File: config.mk
export PLATFORM = sky130hd
export DESIGN_NAME = divider
export DESIGN_NICKNAME = d
export VERILOG_FILES = /design/src/rtl/divider.sv
export SDC_FILE = /design/constraint.sdc
export NUM_CORES = 1
export LEC_CHECK = 0
export CAP_MARGIN = 25
export CORE_UTILIZATION = 58
export DETAILED_ROUTE_END_ITERATION = 7
export PLACE_DENSITY = 0.92
export REMOVE_ABC_BUFFERS = 1
export SLEW_MARGIN = 10
export SYNTH_ARGS = -nofsm -noshare
export SYNTH_HDL_FRONTEND = slang
export SYNTH_SLANG_ARGS = --single-unit
File: constraint.sdc
create_clock -name i_clock -period 3.6 [get_ports i_clock]
set_input_delay 0.72 -clock i_clock [delete_from_list [all_inputs] [get_ports i_clock]]
set_output_delay 0.72 -clock i_clock [all_outputs]
set_load 0.02 [all_outputs]
File: src/rtl/divider.sv
// Sequential restoring shift-subtract divider, one quotient bit per clock.
// Shares the start/finished handshake of the shift-add multiplier.
module divider #(
  parameter int unsigned BITS = 8
) (
  input  logic            i_clock,
  input  logic            i_reset,
  input  logic            i_start,
  input  logic [BITS-1:0] i_dividend,
  input  logic [BITS-1:0] i_divisor,
  output logic            o_busy,
  output logic            o_finished,
  output logic [BITS-1:0] o_quotient,
  output logic [BITS-1:0] o_remainder,
  output logic            o_divide_by_zero
);

  localparam int unsigned CW = $clog2(BITS + 1);

  typedef enum logic [1:0] {
    IDLE,
    RUN,
    DONE
  } state_t;

  state_t state;
  state_t state_next;

  logic [BITS-1:0] quo_q;
  logic [BITS-1:0] div_q;
  logic [BITS:0]   rem_q;
  logic [CW-1:0]   cnt_q;

  logic [BITS+1:0] shifted_rem;
  logic [BITS+1:0] trial;
  logic            borrow;
  logic [BITS:0]   rem_step;
  logic [BITS-1:0] quo_step;
  logic            last_step;

  // One restoring step. The subtraction carries one bit beyond the partial
  // remainder so its MSB is the borrow; the partial remainder's own top bit is
  // always zero after a step, so this matches a BITS+1 trial with borrow out.
  always_comb begin
    shifted_rem = {rem_q, quo_q[BITS-1]};
    trial       = shifted_rem - {2'b00, div_q};
    borrow      = trial[BITS+1];
    rem_step    = borrow ? shifted_rem[BITS:0] : trial[BITS:0];
    quo_step    = {quo_q[BITS-2:0], ~borrow};
    last_step   = (cnt_q == CW'(1));
  end

  // State register.
  always_ff @(posedge i_clock or posedge i_reset) begin
    if (i_reset) begin
      state <= IDLE;
    end else begin
      state <= state_next;
    end
  end

  // Next-state logic.
  always_comb begin
    state_next = state;
    case (state)
      IDLE: begin
        if (i_start) begin
          state_next = (i_divisor == '0) ? DONE : RUN;
        end
      end
      RUN: begin
        if (last_step) begin
          state_next = DONE;
        end
      end
      DONE:    state_next = IDLE;
      default: state_next = IDLE;
    endcase
  end

  // Status outputs decoded from the registered state.
  always_comb begin
    o_busy     = (state != IDLE);
    o_finished = (state == DONE);
  end

  // Working registers and result registers.
  always_ff @(posedge i_clock or posedge i_reset) begin
    if (i_reset) begin
      quo_q            <= '0;
      div_q            <= '0;
      rem_q            <= '0;
      cnt_q            <= '0;
      o_quotient       <= '0;
      o_remainder      <= '0;
      o_divide_by_zero <= 1'b0;
    end else begin
      case (state)
        IDLE: begin
          if (i_start) begin
            if (i_divisor != '0) begin
              quo_q <= i_dividend;
              rem_q <= '0;
              div_q <= i_divisor;
              cnt_q <= CW'(BITS);
            end else begin
              o_quotient       <= '1;
              o_remainder      <= i_dividend;
              o_divide_by_zero <= 1'b1;
            end
          end
        end
        RUN: begin
          quo_q <= quo_step;
          rem_q <= rem_step;
          cnt_q <= cnt_q - CW'(1);
          if (last_step) begin
            o_quotient       <= quo_step;
            o_remainder      <= rem_step[BITS-1:0];
            o_divide_by_zero <= 1'b0;
          end
        end
        default: ;
      endcase
    end
  end

endmodule

==> impl_metrics.tcl, run 1 <==
set metrics [dict create \
    ys_warn_count 0 \
    die-area_sq_um 4643 \
    post_cts_resized 0 \
    diodes 0 \
    syn-cell-area_sq_um 2537 \
    fin_crit_sh_pct 75.21 \
    hold_end "o_quotient[7]" \
    max_freq_mhz 369.3 \
    crit_chain "ha_1 > nor2b_1 > o2111ai_1 > and4_1 > nor3_4 > mux2_2 > o21ai_0" \
    critPathTopFamily "simple AND/OR/NAND/NOR gates" \
    layout.nets 341 \
    synth.most_common_cell "dfrtp_1" \
    async_reset_ff_share_pct 100.0 \
    status "complete, no violations" \
    pin_count 38 \
    cp_slowest_cell "nor3_4" \
    min_from "o_quotient[7]" \
    rsz0062_at_grt "false" \
    synthFlopType "dfrtp_1" \
    insertion_delay_ns 0.31 \
    post-synth-top-area-fraction_pct 47.34 \
    worst_pin_slew_ns 0.9885 \
    reg2reg_depth 7 \
    grt_max_degree 49 \
    die_h_microns 68.14 \
    initial_core_util_pct 62.09 \
    gp_congestion 0.7974 \
    cts-root-buf "clkbuf_8" \
    drv_slew 0 \
    slowest_delay_ns 0.58 \
    synth_commonest_cells "dfrtp_1, nand2_1, nor2_1, inv_1, o21ai_0" \
    ys_types 47 \
    timing.rr.end "rem_q[0]" \
    dp_hpwl_mm 3.968 \
    relSlewSlack_pct 34.10 \
    pre_cts_ws_ns 0.7290 \
    clock_sinks 48 \
    hold_viol 0 \
    min_period_ns 2.708 \
    die_x_microns 68.14 \
    holdPathStages 1 \
    hold_path_class "reg -> reg" \
    power.density_nw_per_um2 1106 \
    route.detailed.drc 0 \
    antenna_found_initial 0 \
    core_sq_um 4086 \
    timing.setup.tns_ns 0 \
    setup_viol 0 \
    hold_buffers 0 \
    clk_pin_slew_ns 0.09 \
    routedWlPerCell_microns 15.91 \
    syn_inst 277 \
    cp-start-kind "register" \
    routed-via-count 2158 \
    ys_seq_elements 48 \
    synth-edff-count 0 \
    cp_num_buf_inv 0 \
    area_delta_synth_final_pct 19.03 \
    place_inst 353 \
    multi_input_area_sq_um 1181 \
    clock_path_buffers 2 \
    first_pass_iters 5 \
    wl_mm 5.759 \
    fin_skew_ns 0.007047 \
    maxCapViolations 0 \
    cts_tree "yes" \
    rrSetupSlack_ns 0.89 \
    final-instance-count-excl-fill 362 \
    numCtsBuffers 5 \
    nFillCells 283 \
    cts_setup_buffers 0 \
    ir_drop_mv 0.6010 \
    syn_area_per_cell_sq_um 9.160 \
    seq_area_frac_synth_pct 47.34 \
    cp.required_ns 3.81 \
    p_leak_uw 0.001354 \
    drive_above_1_share_pct 5.449 \
    crit_type "reg -> reg" \
    antenna_left 0 \
    seq_area_sq_um 1201 \
    num_rows 23 \
    io_buffers 37 \
    cts_max_level 2 \
    synthTopCellsByArea "dfrtp_1, nand2_1, nor2_1, ha_1, inv_1" \
    critPathCaptureType "register" \
    grt_pass1_vias 2025 \
    viasPerCell 5.961 \
    yosysTopAreaCell "dfrtp_1" \
    rr_startpoint "rem_q[0]" \
    grt.overflow.total 0 \
    arrival_ns 2.92 \
    path_max_fanout 12 \
    drt_iter0_drc 146 \
    grt_first_pass_wirelength_mm 9.287 \
    grt_util_all_layers_pct 27.81 \
    fin_ws_ns 0.8923 \
]
flip-flops by register name, indices dropped and copies added, names as in the netlist:
register,cells
rem_q,9
div_q,8
o_quotient,8
o_remainder,8
quo_q,8
cnt_q,4
state,2
o_divide_by_zero,1
power breakdown:
part | switching, uW | leakage [uW] | total [uW] | internal [uW]
sequential | 184 | 0.000569 | 998 | 814
combinational | 1150 | 0.000742 | 2000 | 842
clock | 191 | 0.0000434 | 347 | 156
kinds of logic after synthesis:
| kind of cell | count (synthesis) | share of synthesized area (%) |
|---|---|---|
| adders and majority gates | 11 | 5.720 |
| and+or+nand+nor | 110 | 19.58 |
| DFF | 48 | 47.34 |
| AOI/OAI and AO/OA | 64 | 16.32 |
| muxes | 7 | 2.860 |
| xor gates and xnor gates | 6 | 2.071 |
| buffers and inverters | 31 | 6.114 |
per-stage QoR:
| step | cell area (sq um) | hold slack (ns) | total power [uW] | utilization, % |
|---|---|---|---|---|
| after floorplan | 2455 | 0.4746 | 2357 | - |
| after global routing | 3020 | 0.5311 | 3595 | 73.91 |
| final | 3020 | 0.5031 | 3342 | 73.91 |
| after detailed placement | 2903 | 0.4798 | 2958 | 71.03 |
| after global placement | 2903 | 0.4764 | 2869 | 71.03 |
| after CTS | 3000 | 0.5018 | 3328 | 73.42 |
cell type report:
class | instances | area share [%]
clock buffer | 6 | 2.734
tap | 50 | 2.071
multi-input combinational | 198 | 39.11
clock inverter | 2 | 0.4971
timing repair buffer | 40 | 13.42
inverter | 18 | 2.403
sequential | 48 | 39.77
layer usage:
| metal | part of all wire (%) | GRT usage [%] | vias up |
|---|---|---|---|
| met2 | 51 | 47.43 | 56 |
| met4 | 1.8 | 9.115 | 0 |
| met3 | 4.7 | 6.833 | 12 |
| li1 | - | - | 1029 |
| met5 | 0 | 0 | - |
| met1 | 42 | 34.31 | 1061 |
placed cells by master, fill, tap and decap left out, drive strengths merged, types with 5 or more instances in the layout:
cell	count
nand2	44
ha	10
nor2	36
mux2i	5
dfrtp	48
inv	17
o221ai	5
a21o	6
o21ai	20
a31oi	10
clkbuf	6
a21oi	7
nor3	9
clkdlybuf4s50	37
worst max path at each step:
stage                       from             end  depth (start not counted)
detailed placement  i_divisor[0]  o_remainder[7]                          8
global route            rem_q[0]        rem_q[0]                          7
finish                  rem_q[0]        rem_q[0]                          7
global placement    i_divisor[0]  o_remainder[6]                          8
CTS                     rem_q[0]        rem_q[0]                          7
floorplan               rem_q[5]  o_remainder[0]                          7
Power figures use the tool's default switching activity.
==> run 2: changes to the inputs <==
CORE_UTILIZATION = 49   (was 58)
PLACE_DENSITY = 0.83   (was 0.92)
clock period = 2.2 ns   (was 3.6 ns; I/O delays follow)
==> run 2 against run 1 <==
Net effect: clock-buffer cell count unchanged; via count grew 8.7%; sequential share of layout area decreased by 5.8 points; design area up 17%; die area increased by 18%; global-route usage down 3.2 points; setup slack got worse by 0.97 ns; fmax is 19% higher; the run now ends with negative setup slack left; hold slack lost 0.039 ns; critical path depth is 1 higher.
==> impl_metrics.tcl, run 2 (synthesis gave the netlist of run 1 again) <==
set metrics [dict create \
    cts-root-buf "clkbuf_8" \
    fin_area_sq_um 3535 \
    crit_type "reg -> reg" \
    status "finished, violations left" \
    top_register "rem_q" \
    routed-via-count 2345 \
    grt_max_degree 30 \
    initial_core_util_pct 52.34 \
    path_max_fanout 4 \
    diodes 0 \
    reg2reg_depth 8 \
    fin_ws_ns -0.07848 \
    maxCapViolations 0 \
    routedWlPerCell_microns 16.74 \
    insertion_delay_ns 0.30 \
    fin_skew_ns 0.006234 \
    gp_congestion 0.8901 \
    met3_usage_pct 4.607 \
    largest_reg_flops 9 \
    grt_pass1_vias 2189 \
    antenna_found_initial 0 \
    startpoint "rem_q[3]" \
    cts_max_level 2 \
    max_freq_mhz 438.9 \
    io_buffers 37 \
    cp-start-kind "register" \
    final_cell_mix "dfrtp_1, nand2_1, clkdlybuf4s50_1" \
    clock_path_buffers 2 \
    worst_pin_slew_ns 0.4662 \
    hold_path_class "in -> async" \
    drt_iter0_drc 130 \
    antenna_left 0 \
    setup_viol 11 \
    clock_sinks 48 \
    route.detailed.drc 0 \
    viasPerCell 5.706 \
    area_delta_synth_final_pct 39.30 \
    grt_first_pass_wirelength_mm 10.12 \
    critPathCaptureType "register" \
    crit_chain "ha_2 > buf_4 > nand2_1 > and4_4 > nor3_4 > buf_4 > mux2_4 > o221ai_2" \
    pin_count 38 \
    cp_num_buf_inv 2 \
    clk_pin_slew_ns 0.09 \
    violations "negative setup slack" \
    relSlewSlack_pct 68.87 \
    numCtsBuffers 5 \
    die-area_sq_um 5470 \
    rsz0062_at_grt "true" \
    core_sq_um 4848 \
    grt_util_all_layers_pct 24.64 \
    hold_viol 0 \
    busiest_layer "met2" \
    grt.overflow.total 0 \
    cp_common_cell "buf_4" \
    cts_tree "yes" \
    grt_use_met1_pct 29.79 \
    grt_use_met2_pct 44.65 \
    die_h_microns 73.96 \
    die_x_microns 73.96 \
    place_area_sq_um 3154 \
    rr_startpoint "rem_q[3]" \
    slowest_delay_ns 0.43 \
    arrival_ns 2.50 \
    cp.required_ns 2.42 \
    layout.nets 374 \
    cp_slowest_cell "dfrtp_1" \
    first_pass_iters 4 \
    cp.depth 8 \
    layout_commonest_cell "dfrtp_1" \
    drv_slew 0 \
    timing.setup.tns_ns -0.5552 \
    critPathTopFamily "simple AND/OR/NAND/NOR gates" \
    hold_buffers 0 \
    min_period_ns 2.278 \
    wl_mm 6.879 \
    dp_hpwl_mm 4.561 \
    drive_above_1_share_pct 25.87 \
    num_rows 25 \
    fin_crit_sh_pct 103.6 \
]
run 2: cell count changes in the layout (fill, tap and decap cells not counted), sizes merged:
| cell | before | now |
|---|---|---|
| buf | 3 | 36 |
| clkinvlp | 2 | 0 |
| clkinv | 1 | 2 |
run 2: final timing paths:
path                                  endpoint  slack, ns
max in group asynchronous             rem_q[0]       1.22
min in group i_clock             o_quotient[7]       0.49
worst min register to register   o_quotient[7]       0.49
worst max-delay path            o_remainder[0]      -0.08
worst min-delay path                  rem_q[8]       0.46
worst max register to register  o_remainder[0]      -0.08
run 2: through the flow:
step	hold WS (ns)	std cells	setup WS (ns)	util (%)
floorplan	0.4746	264	-0.07728	-
global placement	0.4614	399	-0.1888	65.06
detailed placement	0.4786	399	-0.2755	65.06
CTS	0.4838	409	-0.01334	69.73
global route	0.5045	411	-0.1480	72.90
finish	0.4641	411	-0.07848	72.90
run 2: what timing repair did:
item / 4_1_cts / 5_1_grt
setup endpoints to repair: 18 / 22
buffers inserted: 3 / 2
resized for setup: 22 / 34
pin swaps: 6 / 14
run 2: final cells by class:
cell class | count | area, sq um
clock buffer | 6 | 82.58
sequential | 48 | 1202
multi-input combinational | 198 | 1420
inverter | 18 | 72.57
fill | 329 | 1314
clock inverter | 1 | 8.758
tap | 67 | 83.83
timing repair buffer | 73 | 664.4
run 2: metal layers:
layer  wire, microns  vias to the layer above
li1                -                     1100
met1            2837                     1159
met2            3614                       72
met3             287                       14
met4             140                        0
met5               0                        -
Power of run 2 is not shown: default switching activity piles up to over one toggle a cycle in this logic, so the estimate is an artifact.
==> run 3: changes to the inputs <==
GPL_ROUTABILITY_DRIVEN = 0   (was default)
==> run 3 against run 2 <==
Net effect: the flow still finishes with violations (negative setup slack); clock-buffer cell count unchanged; first-iteration DRC count up 53%; critical path type unchanged; largest cell class unchanged; global-route usage grew 2.3 points; cell count is 0.24% higher.
==> impl_metrics.tcl, run 3 (synthesis gave the netlist of run 1 again) <==
set metrics [dict create \
    fin_skew_ns 0.006890 \
    hold_buffers 0 \
    numCtsBuffers 5 \
    rsz0062_at_grt "true" \
    fin_ws_ns -0.1232 \
    final_cell_mix "dfrtp_1, nand2_1, clkdlybuf4s50_1" \
    fin_crit_sh_pct 105.6 \
    num_rows 25 \
    maxCapViolations 0 \
    clock_path_buffers 2 \
    antenna_found_initial 0 \
    worst_pin_slew_ns 0.4388 \
    insertion_delay_ns 0.31 \
    routedWlPerCell_microns 17.57 \
    grt_first_pass_wirelength_mm 10.97 \
    cp.required_ns 2.39 \
    cts-root-buf "clkbuf_8" \
    dp_hpwl_mm 4.502 \
    die_h_microns 73.96 \
    timing.hold.ws_ns 0.4732 \
    grt_pass1_vias 2353 \
    die_x_microns 73.96 \
    largest_reg_flops 9 \
    setup_viol 14 \
    cp-start-kind "register" \
    layout.nets 374 \
    drive_above_1_share_pct 25.22 \
    grt.overflow.total 0 \
    path_max_fanout 4 \
    clock_sinks 48 \
    core_sq_um 4848 \
    grt_max_degree 49 \
    viasPerCell 5.808 \
    crit_type "reg -> reg" \
    clk_pin_slew_ns 0.10 \
    cts_tree "yes" \
    relSlewSlack_pct 70.72 \
    initial_core_util_pct 52.34 \
    wl_mm 7.237 \
    routed-via-count 2393 \
    antenna_left 0 \
    drv_slew 0 \
    status "finished, violations left" \
    max_freq_mhz 430.4 \
    top_register "rem_q" \
    arrival_ns 2.51 \
    hold_viol 0 \
    route.detailed.drc 0 \
    diodes 0 \
    timing.setup.tns_ns -0.9059 \
    grt_util_all_layers_pct 26.90 \
    drt_iter0_drc 199 \
    pin_count 38 \
    layout_commonest_cell "dfrtp_1" \
    min_period_ns 2.323 \
    first_pass_iters 4 \
    io_buffers 37 \
    cts_max_level 2 \
    nFillCells 320 \
    violations "negative setup slack" \
    area_delta_synth_final_pct 41.37 \
    die-area_sq_um 5470 \
    hold_path_class "in -> async" \
    critPathCaptureType "register" \
]
==> run 3: cell types whose count changed in the layout (fill, tap and decap cells not counted), sizes merged <==
| cell | previous run | this run |
|---|---|---|
| inv | 17 | 18 |
==> run 3: layout make-up <==
cell class              count  area [sq um]  share of cell area [%]
repair buffers             73         668.1                   18.63
inverters                  18         72.57                   2.023
flip-flops and latches     48          1202                   33.52
well taps                  67         83.83                   2.337
multi-input cells         198          1464                   40.81
clock buffers               6         82.58                   2.302
clock inverters             2         13.76                  0.3837
==> run 3: final timing paths <==
path | from | slack (ns) | cells after the start | endpoint
setup reg to reg | rem_q[3] | -0.12 | 8 | o_remainder[5]
setup / recovery | rem_q[3] | -0.12 | 8 | o_remainder[5]
hold / removal | i_reset | 0.47 | 3 | o_quotient[6]
hold reg to reg | o_divide_by_zero | 0.49 | 2 | o_divide_by_zero
min in group i_clock | o_divide_by_zero | 0.49 | 2 | o_divide_by_zero
max in group asynchronous | i_reset | 1.48 | 3 | rem_q[0]
==> run 3: critical path, cell delays in order (launching register included) <==
cell and delay, ns:
dfrtp_1 0.47, ha_4 0.32, buf_4 0.13, nand2_1 0.14
and4_4 0.20, nor3_4 0.35, buf_6 0.20, mux2i_4 0.28
o221ai_2 0.11
==> run 3: stage by stage <==
step | instance area, sq um | utilization, % | std cells | setup WS [ns]
floorplan | 2455 | - | 264 | -0.07728
global placement | 3162 | 65.21 | 400 | -0.1737
detailed placement | 3162 | 65.21 | 400 | -0.2637
CTS | 3415 | 70.43 | 409 | -0.02072
global route | 3587 | 73.99 | 412 | -0.1725
finish | 3587 | 73.99 | 412 | -0.1232
==> run 3: layer usage <==
| layer | track usage [%] | vias to the layer above | wire length, microns |
|---|---|---|---|
| li1 | - | 1096 | - |
| met1 | 33.75 | 1199 | 3038 |
| met2 | 44.95 | 76 | 3699 |
| met3 | 5.556 | 22 | 283 |
| met4 | 12.18 | 0 | 216 |
| met5 | 0 | - | 0 |
==> run 3: timing repair <==
item	CTS	global route
gates resized for setup	27	33
endpoints found under the setup margin	18	23
pin swaps	10	9
buffers inserted	1	3
Power of run 3 is left out for the same reason.
